[config.mk]
export PLATFORM = sky130hd
export DESIGN_NAME = i2s_mic_rx
export DESIGN_NICKNAME = d
export VERILOG_FILES = /design/src/rtl/i2s_mic_rx.sv
export SDC_FILE = /design/constraint.sdc
export NUM_CORES = 1
export LEC_CHECK = 0
export CAP_MARGIN = 20
export CORE_MARGIN = 4
export CORE_UTILIZATION = 54
export DETAILED_ROUTE_END_ITERATION = 6
export PLACE_DENSITY = 0.86
export SETUP_SLACK_MARGIN = 0.05
export SKIP_CTS_REPAIR_TIMING = 1
export SYNTH_ARGS = -nofsm -noshare
export SYNTH_HDL_FRONTEND = slang
export SYNTH_SLANG_ARGS = --single-unit
[constraint.sdc]
create_clock -name clk -period 2.5 [get_ports clk]
set_input_delay 0.5 -clock clk [delete_from_list [all_inputs] [get_ports clk]]
set_output_delay 0.5 -clock clk [all_outputs]
set_load 0.02 [all_outputs]
[src/rtl/i2s_mic_rx.sv]
// I2S master receiver for a MEMS microphone: generates SCK/WS from clk, deserialises
// MSB-first slots with the standard one-bit delay, and presents samples on a one-deep valid/ready port.
module i2s_mic_rx #(
   parameter int CLK_DIV    = 4,
   parameter int SLOT_W     = 32,
   parameter int SAMPLE_W   = 24,
   parameter bit STEREO     = 1'b0,
   parameter bit LR_CHANNEL = 1'b0
) (
   input  logic                clk,
   input  logic                rst,
   input  logic                enable,
   output logic                mic_lr,
   output logic                mic_ws,
   output logic                mic_sck,
   input  logic                mic_sd,
   output logic [SAMPLE_W-1:0] out_sample,
   output logic                out_ch,
   output logic                out_valid,
   input  logic                out_ready,
   output logic                overrun,
   input  logic                clear_overrun
);

   localparam int DIV_W = $clog2(CLK_DIV);
   localparam int BC_W  = $clog2(2 * SLOT_W);

   localparam logic [DIV_W-1:0] DIV_LAST = DIV_W'(CLK_DIV - 1);
   localparam logic [BC_W-1:0]  BC_LAST  = BC_W'(2 * SLOT_W - 1);
   localparam logic [BC_W-1:0]  SLOT_BC  = BC_W'(SLOT_W);
   localparam logic [BC_W-1:0]  SMP_BC   = BC_W'(SAMPLE_W);

   logic [DIV_W-1:0]    div_q, div_d;
   logic                sck_q, sck_d;
   logic [BC_W-1:0]     bc_q, bc_d;
   logic                ws_q, ws_d;
   logic [SAMPLE_W-1:0] shift_q, shift_d;
   logic                done_q, done_d;
   logic                done_ch_q, done_ch_d;
   logic [SAMPLE_W-1:0] out_sample_q, out_sample_d;
   logic                out_ch_q, out_ch_d;
   logic                out_valid_q, out_valid_d;
   logic                overrun_q, overrun_d;

   logic                tick, rise, fall, in_window, keep, set_ovr;
   logic [BC_W-1:0]     sb;
   logic [SAMPLE_W:0]   shift_ext;

   assign shift_ext = {shift_q, mic_sd};

   // NOTE: every variable gets its hold value first so no path through this block
   // leaves it unassigned; that is what keeps the combinational logic latch-free.
   always_comb begin
      div_d        = div_q;
      sck_d        = sck_q;
      bc_d         = bc_q;
      ws_d         = ws_q;
      shift_d      = shift_q;
      out_sample_d = out_sample_q;
      out_ch_d     = out_ch_q;
      out_valid_d  = out_valid_q;
      set_ovr      = 1'b0;

      tick      = enable && (div_q == DIV_LAST);
      rise      = tick && !sck_q;
      fall      = tick && sck_q;
      sb        = (bc_q >= SLOT_BC) ? bc_q - SLOT_BC : bc_q;
      in_window = (sb != '0) && (sb <= SMP_BC);
      keep      = STEREO || (ws_q == LR_CHANNEL);

      if (!enable) begin
         div_d   = '0;
         sck_d   = 1'b0;
         bc_d    = '0;
         ws_d    = 1'b0;
         shift_d = '0;
      end else begin
         div_d = tick ? '0 : div_q + DIV_W'(1);
         if (tick) sck_d = !sck_q;
         // WS is derived from the advanced count so it only ever moves on a fall event.
         if (fall) begin
            bc_d = (bc_q == BC_LAST) ? '0 : bc_q + BC_W'(1);
            ws_d = (bc_d >= SLOT_BC);
         end
         if (rise && in_window) shift_d = shift_ext[SAMPLE_W-1:0];
      end

      done_d    = rise && (sb == SMP_BC) && keep;
      done_ch_d = ws_q;

      // A completion is presented one edge later; a same-cycle accept frees the slot for it.
      if (done_q) begin
         if (!out_valid_q || out_ready) begin
            out_sample_d = shift_q;
            out_ch_d     = done_ch_q;
            out_valid_d  = 1'b1;
         end else begin
            set_ovr = 1'b1;
         end
      end else if (out_valid_q && out_ready) begin
         out_valid_d = 1'b0;
      end

      if (set_ovr)            overrun_d = 1'b1;
      else if (clear_overrun) overrun_d = 1'b0;
      else                    overrun_d = overrun_q;
   end

   // NOTE: state updates use non-blocking assignments so every register samples
   // the pre-edge values regardless of statement order.
   always_ff @(posedge clk or posedge rst) begin
      if (rst) begin
         div_q        <= '0;
         sck_q        <= 1'b0;
         bc_q         <= '0;
         ws_q         <= 1'b0;
         shift_q      <= '0;
         done_q       <= 1'b0;
         done_ch_q    <= 1'b0;
         out_sample_q <= '0;
         out_ch_q     <= 1'b0;
         out_valid_q  <= 1'b0;
         overrun_q    <= 1'b0;
      end else begin
         div_q        <= div_d;
         sck_q        <= sck_d;
         bc_q         <= bc_d;
         ws_q         <= ws_d;
         shift_q      <= shift_d;
         done_q       <= done_d;
         done_ch_q    <= done_ch_d;
         out_sample_q <= out_sample_d;
         out_ch_q     <= out_ch_d;
         out_valid_q  <= out_valid_d;
         overrun_q    <= overrun_d;
      end
   end

   assign mic_lr     = LR_CHANNEL;
   assign mic_ws     = ws_q;
   assign mic_sck    = sck_q;
   assign out_sample = out_sample_q;
   assign out_ch     = out_ch_q;
   assign out_valid  = out_valid_q;
   assign overrun    = overrun_q;

endmodule

-- Yosys cells after proc, flatten, opt, wreduce, memory -nomap -nowiden
Index checks and enable logic that the tools add are counted.
- logic and storage cells: 60
- output and inout bits: 30
- bits of input ports: 6
- register bits after elaboration: 63
- multiplexer cells: 19
- equality and inequality tests: 7
- magnitude comparators: 3
- reduce and logical (&&, ||, !) cells: 16
- bitwise gates (word level): 1
- $add $sub $neg: 3
- operator list (operator ; count):
    $mux 24 ; 2
    $mux 6 ; 4
    $ge 6x6->1 const B ; 2
    $mux 1 ; 11
    $logic_and 1x1->1 ; 8
    $ne 2x1->1 const B ; 4
    $add 6x1->6 const B ; 1
    $eq 6x5->1 const B ; 1
    $eq 6x6->1 const B ; 1
    $le 6x5->1 const B ; 1
    $reduce_bool 6->1 ; 1
    $sub 6x6->6 const B ; 1
    $mux 2 ; 2
    $reduce_and 2->1 ; 2
    $reduce_bool 2->1 ; 2
    $add 2x1->2 const B ; 1
    $eq 2x2->1 const B ; 1
    $logic_not 1->1 ; 2
    $logic_or 1x1->1 ; 1
    $not 1->1 ; 1

-- Logic depth before layout (Yosys ltp)
- word-level depth: 7
- mapped depth: 7
- depth with buffers taken out: 6

-- Least setup slack after synthesis
OpenSTA, ideal clock, no wires.
- path type: reg-to-reg
- start point: register bc_q[0]
- end point: register shift_q[0]
- setup time: 0.120 ns
- data required time: 2.380 ns
- clock period less this slack: 1.770 ns
- data arrival time: 1.650 ns
- setup slack: 0.730 ns
- path buffers: 1
- stages on the path, launching flop included: 8
- cells stage by stage: dfrtp_1 > inv_1 > ha_1 > nor4b_2 > a211oi_4 > buf_6 > mux2i_1 > nor2b_1
- longest elaborated chain between the ends: 6
- elaborated cells between the ends (all ways): 8
- classes of those cells: add/sub (1); order compare (2); eq/ne (1); mux (1); reduce/logical (3)
- RTL lines (what ; RTL line ; source):
    start: declaration ; 35 ; logic [BC_W-1:0] bc_q, bc_d;
    start signal: assignment ; 115 ; bc_q <= '0;
    start signal: assignment ; 127 ; bc_q <= bc_d;
    $sub 6x6->6 / $ge 6x6->1 (equally long branches) ; 67 ; sb = (bc_q >= SLOT_BC) ? bc_q - SLOT_BC : bc_q;
    $mux 6 (*) ; 67 ;
    $le 6x5->1 / $reduce_bool 6->1 (equally long branches) ; 68 ; in_window = (sb != '0) && (sb <= SMP_BC);
    $logic_and 1x1->1 (*) ; 68 ;
    $logic_and 1x1->1 (*) ; 85 ; if (rise && in_window) shift_d = shift_ext[SAMPLE_W-1:0];
    $ne 2x1->1 (no source line) (*) ; -- ;
    end signal: assignment ; 129 ; shift_q <= shift_d;
    end: declaration ; 37 ; logic [SAMPLE_W-1:0] shift_q, shift_d;
Every way passes the cells marked *; elsewhere a longest branch is shown, timed or not.
A chain may end at the register's enable or synchronous reset.

-- Final worst setup path
- start point: register sck_q, in the netlist mic_sck
- end point: output port mic_sck
- RTL lines (what ; RTL line ; source):
    start: declaration ; 34 ; logic sck_q, sck_d;
    start signal: assignment ; 126 ; sck_q <= sck_d;
    end: declaration ; 15 ; output logic mic_sck,
No word-level cell between the ends.

==> impl_metrics.env <==
export IMPL_status="completed"
export IMPL_synth_top_area_share_pct=59.3
export IMPL_coreArea_um2=4750
export IMPL_numCtsBuffers=9
export IMPL_yosysTopAreaCell="dfrtp_1"
export IMPL_die_h_um=78.1
export IMPL_grt_ovfl_total=0
export IMPL_powerDensity_nw_per_um2=557
export IMPL_synthesis_nets=206
export IMPL_synth_area_um2=2660
export IMPL_clock_skew_ns=0.00614
export IMPL_critPathTopFamily="buffers and inverters"
export IMPL_crit_start="mic_sck"
export IMPL_fin_setup_tns_ns=0
export IMPL_cp_start_kind="register"
export IMPL_drtPass1Iterations=5
export IMPL_place_area_um2=3100
export IMPL_rsz0062_at_grt="false"
export IMPL_regArea_um2=1580
export IMPL_drt_wl_total_um=4450
export IMPL_hp_class="reg -> reg"
export IMPL_critPathRequiredTime_ns=2.00
export IMPL_grt_start_max_net_pins=36
export IMPL_stdcell_area_um2=3250
export IMPL_final_nets=248
export IMPL_drt_iter0_drc=72
export IMPL_netlist_top_cells_area="dfrtp_1 (59%), mux2_2 (11%), mux2i_1 (9.0%), nor2b_1 (6.1%), ha_1 (1.4%)"
export IMPL_grt_total_usage_pct=16.6
export IMPL_synth_warnings=0
export IMPL_grt_antenna_before_repair=0
export IMPL_reg2reg_from="bc_q[0]"
export IMPL_arrival_ns=1.41
export IMPL_critPathCaptureType="primary output"
export IMPL_clock_latency_ns=0.33
export IMPL_cts_num_sinks=63
export IMPL_postLayoutCoreUtil_pct=68.4
export IMPL_postRouteAntennaNets=0
export IMPL_grt_pass1_vias=1626
export IMPL_ir_worst_vdd_v=0.000247
export IMPL_io_pins=36
export IMPL_dpl_hpwl_um=3010
export IMPL_max_stage_delay_ns=0.64
export IMPL_rr_endpoint="shift_q[14]"
export IMPL_initial_core_util_pct=55.9
export IMPL_yosys_top_cells_count="dfrtp_1 (63), nor2b_1 (26), mux2_2 (25)"
export IMPL_syn_avg_cell_area_um2=13.5
export IMPL_cp_cell_sequence="clkdlybuf4s50_1"
export IMPL_clockBufferDepth=2
export IMPL_rows=25
export IMPL_cp_slowest_cell="clkdlybuf4s50_1"
export IMPL_finalCriticalPeriod_ns=1.91
export IMPL_cts_reportedPaths_clkPinSlew_ns=0.07
export IMPL_setup_viol=0
export IMPL_synth_edf_count=0
export IMPL_diodes=0
export IMPL_worst_r2r_setup_slack_ns=0.67
export IMPL_via_per_inst=5.19
export IMPL_syn_inst=197
export IMPL_ff2ff_path_depth=7
export IMPL_synth_most_common_cell="dfrtp_1"
export IMPL_fmax_mhz=524
export IMPL_cp_num_cells=1
export IMPL_drive_gt1_share_pct=20.1
export IMPL_cp_max_fo=5
export IMPL_multi_input_area_um2=1010
export IMPL_yosysUniqueCellTypes=33
export IMPL_area_growth_pct=22.5
export IMPL_place_congestion=0.788
export IMPL_htree_num_levels=3
export IMPL_placement_io_buffers=34
export IMPL_num_vias=1615
export IMPL_p_leak_nw=1.46
export IMPL_slew_violations=0
export IMPL_fillCellCount=373
export IMPL_wl_per_cell_um=14.3
export IMPL_min_period_over_period_pct=76.3
export IMPL_hold_violations=0
export IMPL_grt_pass1_wl_um=7880
export IMPL_cp_endpoint="mic_sck"
export IMPL_cap_violations=0
export IMPL_yosysSeqAreaShare_pct=59.3
export IMPL_drc_errors=0
export IMPL_timing_critical_path_buf_inv=1
export IMPL_ys_flop_type="dfrtp_1"
export IMPL_clockRootBuffer="clkbuf_8"
export IMPL_ys_seq_elements=63
export IMPL_critPathKind="reg -> out"
export IMPL_die_w_um=78.1
export IMPL_cts_tree="built"
export IMPL_die_area_um2=6110
export IMPL_ys_async_sr_fraction_pct=100
[per-stage QoR]
step | std cells | setup WS, ns | hold slack [ns] | power (mW)
5_1_grt | 311 | 0.537 | 0.455 | 1.89
6_report | 311 | 0.593 | 0.433 | 1.81
3_5_place_dp | 295 | 0.496 | 0.415 | 1.11
2_1_floorplan | 197 | 0.430 | 0.409 | 1.08
3_3_place_gp | 295 | 0.546 | 0.416 | 1.11
4_1_cts | 311 | 0.572 | 0.430 | 1.83
[layer usage]
metal / vias to the layer above / GRT usage (%) / wire length, µm
met5: - / 0 / 0
met4: 0 / 8.92 / 79
met3: 10 / 4.82 / 197
met2: 44 / 24.5 / 2110
met1: 800 / 22.2 / 2060
li1: 761 / - / -
[flip-flops by register name, summed over array words and instances, names as in the netlist, 2 cells and up]
name and flops:
shift_q 24, out_sample 24, bc_q 6, div_q 2
[cell type report]
class,instances,share of cell area (%)
clock buffers,12,4.15
repair buffers,40,12.6
multi-input cells,120,30.9
well taps,67,2.58
inverters,5,0.577
clock inverters,4,0.692
flip-flops and latches,63,48.5
[worst register-to-register path: stages (launching register included)]
cell and delay (ns):
dfrtp_1 0.40, inv_1 0.07, ha_1 0.24, nor4b_2 0.19
a211oi_4 0.27, buf_12 0.24, mux2i_1 0.24, nor2b_1 0.07
[report_power, final]
part           internal, mW  switching, mW
Clock                 0.355          0.371
Sequential             1.02        0.00303
Combinational        0.0248         0.0350
Total                  1.40          0.409
[cells by family after synthesis]
logic type	Yosys count	share of synthesized area, %
compound gates	8	2.78
buf+inv	14	2.78
other cells	1	0.141
xor+xnor	4	1.32
flops	63	59.3
mux	49	19.6
simple gates	55	12.6
fa+ha+maj	3	1.41
[cell usage in the layout, fill, tap and decap left out, types with 2 or more instances in the layout]
cell | netlist | routed
and2_1 | 5 | 5
ha_1 | 3 | 3
nor2b_1 | 26 | 26
xor2_1 | 2 | 2
clkdlybuf4s50_1 | 0 | 34
nand3_1 | 2 | 2
nand4_1 | 2 | 2
nand2_1 | 10 | 10
dfrtp_1 | 63 | 63
nor2_1 | 2 | 2
buf_12 | 0 | 2
clkinv_2 | 0 | 3
mux2_2 | 25 | 25
xnor2_1 | 2 | 2
clkbuf_1 | 4 | 3
clkbuf_8 | 0 | 9
mux2i_1 | 24 | 24
buf_4 | 1 | 4
inv_1 | 5 | 4
a21boi_0 | 2 | 2
[worst min path at each step]
| stage | to | slack (ns) | from | cells past startpoint |
|---|---|---|---|---|
| 3_3_place_gp | done_ch_q | 0.42 | mic_ws | 0 |
| 4_1_cts | done_ch_q | 0.43 | mic_ws | 0 |
| 6_report | done_ch_q | 0.43 | mic_ws | 0 |
| 2_1_floorplan | div_q[0] | 0.41 | div_q[0] | 1 |
| 5_1_grt | done_ch_q | 0.45 | mic_ws | 0 |
| 3_5_place_dp | done_ch_q | 0.42 | mic_ws | 0 |
(Power assumes the default switching activity.)
